[config.mk]
export PLATFORM = sky130hd
export DESIGN_NAME = csr_writeback_pipe
export DESIGN_NICKNAME = d
export VERILOG_FILES = /design/src/rtl/csr_writeback_pipe.sv
export SDC_FILE = /design/constraint.sdc
export NUM_CORES = 2
export LEC_CHECK = 0
export ABC_AREA = 1
export BUFFER_PORTS_ARGS = -buffer_cell sky130_fd_sc_hd__buf_2
export CORE_UTILIZATION = 55
export DETAILED_ROUTE_END_ITERATION = 8
export HOLD_SLACK_MARGIN = 0.1
export PLACE_DENSITY = 0.76
export SLEW_MARGIN = 20
export SYNTH_ARGS = -nofsm -noshare
export SYNTH_HDL_FRONTEND = slang
export SYNTH_SLANG_ARGS = --single-unit
[constraint.sdc]
create_clock -name clk -period 39.8 [get_ports clk]
set_input_delay 7.96 -clock clk [delete_from_list [all_inputs] [get_ports clk]]
set_output_delay 7.96 -clock clk [all_outputs]
set_load 0.01 [all_outputs]
[src/rtl/csr_writeback_pipe.sv]
// CSR write pipeline: carries EX writes through MEM and WB, commits them into the CSR bank at the end of WB.
// Optional commit counter port enabled by defining CSR_COMMIT_COUNT_EN.
module csr_writeback_pipe #(
    parameter int DATA_WIDTH = 32,
    parameter int NUM_CSR    = 32
) (
    input  logic                  clk,
    input  logic                  rst,
    input  logic [4:0]            ex_csr_addr,
    input  logic [2:0]            ex_WB,
    input  logic [DATA_WIDTH-1:0] ex_wdata,
    input  logic                  stall,
    input  logic                  flush,
    input  logic [4:0]            rd_addr,
    output logic [DATA_WIDTH-1:0] rd_data,
    output logic [4:0]            mem_rd_addr,
    output logic [4:0]            wb_rd_addr,
    output logic [2:0]            mem_WB,
    output logic [2:0]            wb_WB,
`ifdef CSR_COMMIT_COUNT_EN
    output logic [31:0]           commit_count,
`endif
    output logic [DATA_WIDTH-1:0] mem_wdata,
    output logic [DATA_WIDTH-1:0] wb_wdata
);

    typedef struct packed {
        logic [4:0]            idx;
        logic [2:0]            ctl;
        logic [DATA_WIDTH-1:0] data;
    } stage_t;

    stage_t mem_q, mem_d;
    stage_t wb_q, wb_d;
    logic   commit_en;

    logic [DATA_WIDTH-1:0] bank_q [NUM_CSR];

    // NOTE: every variable written here gets its hold value first, so no path can infer a latch.
    always_comb begin
        mem_d = mem_q;
        wb_d  = wb_q;
        if (!stall) begin
            wb_d  = mem_q;
            mem_d = flush ? stage_t'('0) : stage_t'{ex_csr_addr, ex_WB, ex_wdata};
        end
    end

    // Index 0 and out-of-range indices travel the pipe but never reach the bank.
    assign commit_en = !stall && wb_q.ctl[2] && (wb_q.idx != 5'd0)
                       && (int'(wb_q.idx) < NUM_CSR);

    always_ff @(posedge clk or posedge rst) begin
        if (rst) begin
            mem_q <= '0;
            wb_q  <= '0;
        end else begin
            mem_q <= mem_d;
            wb_q  <= wb_d;
        end
    end

    // NOTE: the bank is reset as a register file (flops, not RAM) because a reset must clear every entry at once.
    always_ff @(posedge clk or posedge rst) begin
        if (rst) begin
            for (int i = 0; i < NUM_CSR; i++) begin
                bank_q[i] <= '0;
            end
        end else if (commit_en) begin
            bank_q[wb_q.idx] <= wb_q.data;
        end
    end

    assign rd_data = ((rd_addr != 5'd0) && (int'(rd_addr) < NUM_CSR)) ? bank_q[rd_addr] : '0;

`ifdef CSR_COMMIT_COUNT_EN
    logic [31:0] commit_count_q;

    always_ff @(posedge clk or posedge rst) begin
        if (rst) begin
            commit_count_q <= '0;
        end else if (commit_en) begin
            commit_count_q <= commit_count_q + 32'd1;
        end
    end

    assign commit_count = commit_count_q;
`endif

    assign mem_rd_addr = mem_q.idx;
    assign mem_WB      = mem_q.ctl;
    assign mem_wdata   = mem_q.data;
    assign wb_rd_addr  = wb_q.idx;
    assign wb_WB       = wb_q.ctl;
    assign wb_wdata    = wb_q.data;

endmodule

* Yosys cells after proc, flatten, opt, wreduce, memory -nomap -nowiden
Index checks and enable logic that the tools add are counted.
** Storage, ports and cells
- Bits in registers :: 1104
- Input bits :: 49
- Output and inout port bits :: 112
- Word-level logic and storage cells :: 57
** Cells by class
- Order comparisons :: 3
- Muxes and demuxes :: 8
- Bitwise gates (word level) :: 2
- Reductions and logical operators :: 6
** Operators by type and width (count)
- $bwmux 1024 :: 1
- $bmux 32 s5 :: 1
- $demux 32 s5 :: 1
- $mux 32 :: 4
- $mux 40 :: 1
- $ge 6x6->1 const B :: 2
- $not 5->6 :: 2
- $reduce_bool 5->1 :: 2
- $lt 6x1->1 const B :: 1
- $logic_and 1x1->1 :: 3
- $logic_not 1->1 :: 1

* Longest topological paths before layout
- Depth in word-level cells :: 6
- Gate-level depth with buffers :: 12
- Depth with buffers taken out :: 9

* Worst setup path after synthesis
OpenSTA, ideal clock, no wires.
- Path kind :: input-to-output
- From :: in rd_addr[0]
- To :: out rd_data[19]
- Arrival time :: 9.305 ns
- Slack :: 22.535 ns
- Stages on the path :: 12
- Path through :: buf_2 inv_2 clkbuf_1 clkbuf_1 nand2_1 nand3_1 nand3_1 nand2_1 nand2_1 nand3_1 nand2_1 nor2_1
** On the way
- Word-level cells in the longest chain between the ends :: 5
- Elaborated cells on any way between the ends :: 6
- Those cells by class :: mux: 4; bitwise: 1; reduce/logical: 1
** RTL lines
- start: declaration :: RTL line 14 : input logic [4:0] rd_addr,
- $not 5->6 (implied by the code) :: RTL line 74 : assign rd_data = ((rd_addr != 5'd0) && (int'(rd_addr) < NUM_CSR)) ? bank_q[rd_addr] : '0;
- $bmux 32 s5 :: RTL line 74
- $mux 32 (implied by the code) (2 in series) :: RTL line 74
- $mux 32 * :: RTL line 74
- end: declaration :: RTL line 15 : output logic [DATA_WIDTH-1:0] rd_data,
Mark *: on every way between the ends. The rest lies on a longest branch, timed or not. The select of a mux whose other input is x is not followed.

* Worst setup path after layout
- From :: in rd_addr[0]
- To :: out rd_data[6]
The elaborated chain is that of the path after synthesis.

==> run summary <==
number of synthesized flops with an enable pin - 0
initial antenna violation count - 1
post-cts gate resize count - 0
I/O pins - 161
Max VDD drop - 35.1 uV
hold path cells - 0
slew margin rel. - 19.0%
Slew Limit Fails - 0
worst setup path category - input port to output pin
fin crit share - 51.3%
gr ovfl total - 0
Starting Density - 55.9%
status - complete, no violations
DP Wirelength - 76500 um
cell taking the most area after synthesis - dfrtp_1
YS warnings - 0
Sink Count - 1104
wirelength, routed - 147000 um
CTS root buffer - clkbuf_16
TritonCTS Buffers - 113
mapped cell area - 49700 um2
GRT Total Usage - 32.3%
Cells after Synth - 6130
Core ar. - 88900 um2
Power Density - 50.0 nW/um2
Post-CTS Setup Inserts - 0
crit-path max FO - 234
worst r2r src - wb_WB[2]$_DFFE_PP0N_
Final Hold Viols - 0
number of max-cap violations - 0
most common cell after layout, fill and taps aside - nand2_1
maximum root-to-sink buffer count - 3
hold_buf cts - 0
final setup fails - 0
via count - 42.0k
Final nets - 5964
crit end category - output pin
GP Congestion - 0.834
pin count of the biggest net entering global routing - 235
Reg clk slew, reported paths - 0.06 ns
Pwr Total - 2.70 mW
Port Buf Inserts - 160
post-synth net total - 6179
commonest cells after routing, fill and taps aside - nand2_1, dfrtp_1, nand3_1
HP Class - register to register
Worst Skew - 0.0191 ns
#FFs+latches synth - 1104
Final WS setup - 19.40 ns
average via count per standard cell - 5.86
drt pass-1 iters - 6
Pleak - 25.8 nW
drt wl/cell - 20.5 um
die area - 91500 um2
Worst Tran Pin Value - 1.21 ns
Seq/Total Area, Yosys - 55.6%
Initial DRC Count - 5301
Antenna Nets Post-Route - 0
Synth Flop Type - dfrtp_1
synth unique cells - 24
crit path launch type - input port
Hold Crit Start - bank_q[1000]$_DFFE_PP0P_
Clock Latency Late Sink - 0.69 ns
setup TNS - 0 ns
Achievable Freq - 49.0 MHz
worst reg2reg setup slack - 36.47 ns
TritonCTS clock tree - built
hold endpoint - bank_q[1000]$_DFFE_PP0P_
Placement Setup Slack - 19.66 ns
vias in the first global route - 39.4k
Std-Cell Rows - 109
first-pass GRT wire length - 228000 um
Area Growth Syn to Fin - 8.81%
worst r2r path cells - 9
CP required - 31.84 ns
Die Span X - 303 um
RSZ-0062 raised after global routing - false
DRC viols - 0
WP data arrival - 12.44 ns
Die Span Y - 303 um
synth top area cells - dfrtp_1, nand2_1, nand3_1
layout cells sized above 1 - 7.76%
Avg Inst Size Synth - 8.10 um2
r2r endpoint - bank_q[804]$_DFFE_PP0P_
Min Clock Period, post-route - 20.40 ns
top cell type's share of synthesized area - 55.6%
htree depth - 3
asr flop ratio synth - 100%
worst max-delay path by stage:
| stage | startpoint | depth (start not counted) | end | slack [ns] |
|---|---|---|---|---|
| floorplan | rst | 1 | bank_q[0]$_DFFE_PP0P_ | 0.76 |
| global placement | rd_addr[0] | 13 | rd_data[6] | 19.67 |
| CTS | rd_addr[0] | 13 | rd_data[4] | 19.67 |
| finish | rd_addr[0] | 13 | rd_data[6] | 19.40 |
| detailed placement | rd_addr[0] | 13 | rd_data[4] | 19.66 |
| global route | rd_addr[0] | 13 | rd_data[6] | 19.23 |
layout make-up:
| type | instances | area, um2 |
|---|---|---|
| Fill cell | 7707 | 34900 |
| Sequential cell | 1104 | 27600 |
| Multi-Input combinational cell | 4283 | 19000 |
| Clock buffer | 169 | 3430 |
| Tap cell | 1165 | 1460 |
| Timing Repair Buffer | 224 | 1460 |
| Inverter | 189 | 739 |
| Clock inverter | 35 | 364 |
| Antenna cell | 1 | 2.50 |
Yosys cell counts, types with 3 or more instances:
cell type,count
nand2_2,6
o21ai_1,40
buf_2,142
buf_1,40
o21ai_0,436
o22ai_1,40
nor2_1,686
clkbuf_1,340
nand2_8,3
nand2_1,1599
inv_1,178
inv_2,10
buf_4,32
dfrtp_1,1104
nor3_2,4
nor2_4,7
nor2_8,13
a21oi_1,697
nand3_2,5
nand3_1,744
through the flow:
step / util (%) / area, um2 / std cells / hold WS (ns)
4_1_cts: 60.7 / 54000 / 7165 / 0.378
2_1_floorplan: - / 49700 / 6130 / 0.429
6_report: 60.8 / 54100 / 7170 / 0.374
3_3_place_gp: 56.4 / 50100 / 6960 / 0.365
5_1_grt: 60.8 / 54100 / 7170 / 0.385
3_5_place_dp: 56.4 / 50200 / 6961 / 0.366
flip-flops by register name (all words and copies together) (netlist names):
name / count
bank_q: 1024
mem_WB: 3
mem_rd_addr: 5
mem_wdata: 32
wb_WB: 3
wb_rd_addr: 5
wb_wdata: 32
report_power, final:
part	leakage, nW	total, mW	switching (mW)	internal, mW
Sequential	15.0	1.30	0.0634	1.24
Combinational	8.93	0.324	0.218	0.106
Clock	1.90	1.08	0.442	0.637
Total	25.8	2.70	0.724	1.98
critical path, stage by stage:
cell     delay (ns)
buf_8          0.31
buf_4          0.80
buf_4          0.98
buf_12         0.73
nand2_1        0.13
nand3_1        0.15
nand3_1        0.08
nand2_1        0.10
nand2_1        0.07
nand3_1        0.13
nand2_1        0.07
nor2_1         0.25
buf_2          0.20
layer usage:
layer / global-route usage (%) / share of wire, % / vias up
met5: 0 / 0 / -
met3: 5.41 / 9.4 / 340
met4: 12.9 / 4.3 / 0
li1: - / - / 19483
met2: 50.7 / 46 / 1997
met1: 45.0 / 41 / 20161
cells by family after synthesis:
logic type      Yosys count  synth area share [%]
simple gates           3069                  25.8
compound gates         1214                  12.3
flops                  1104                  55.6
buf+inv                 743                  6.22
Power figures use the tool's default switching activity.
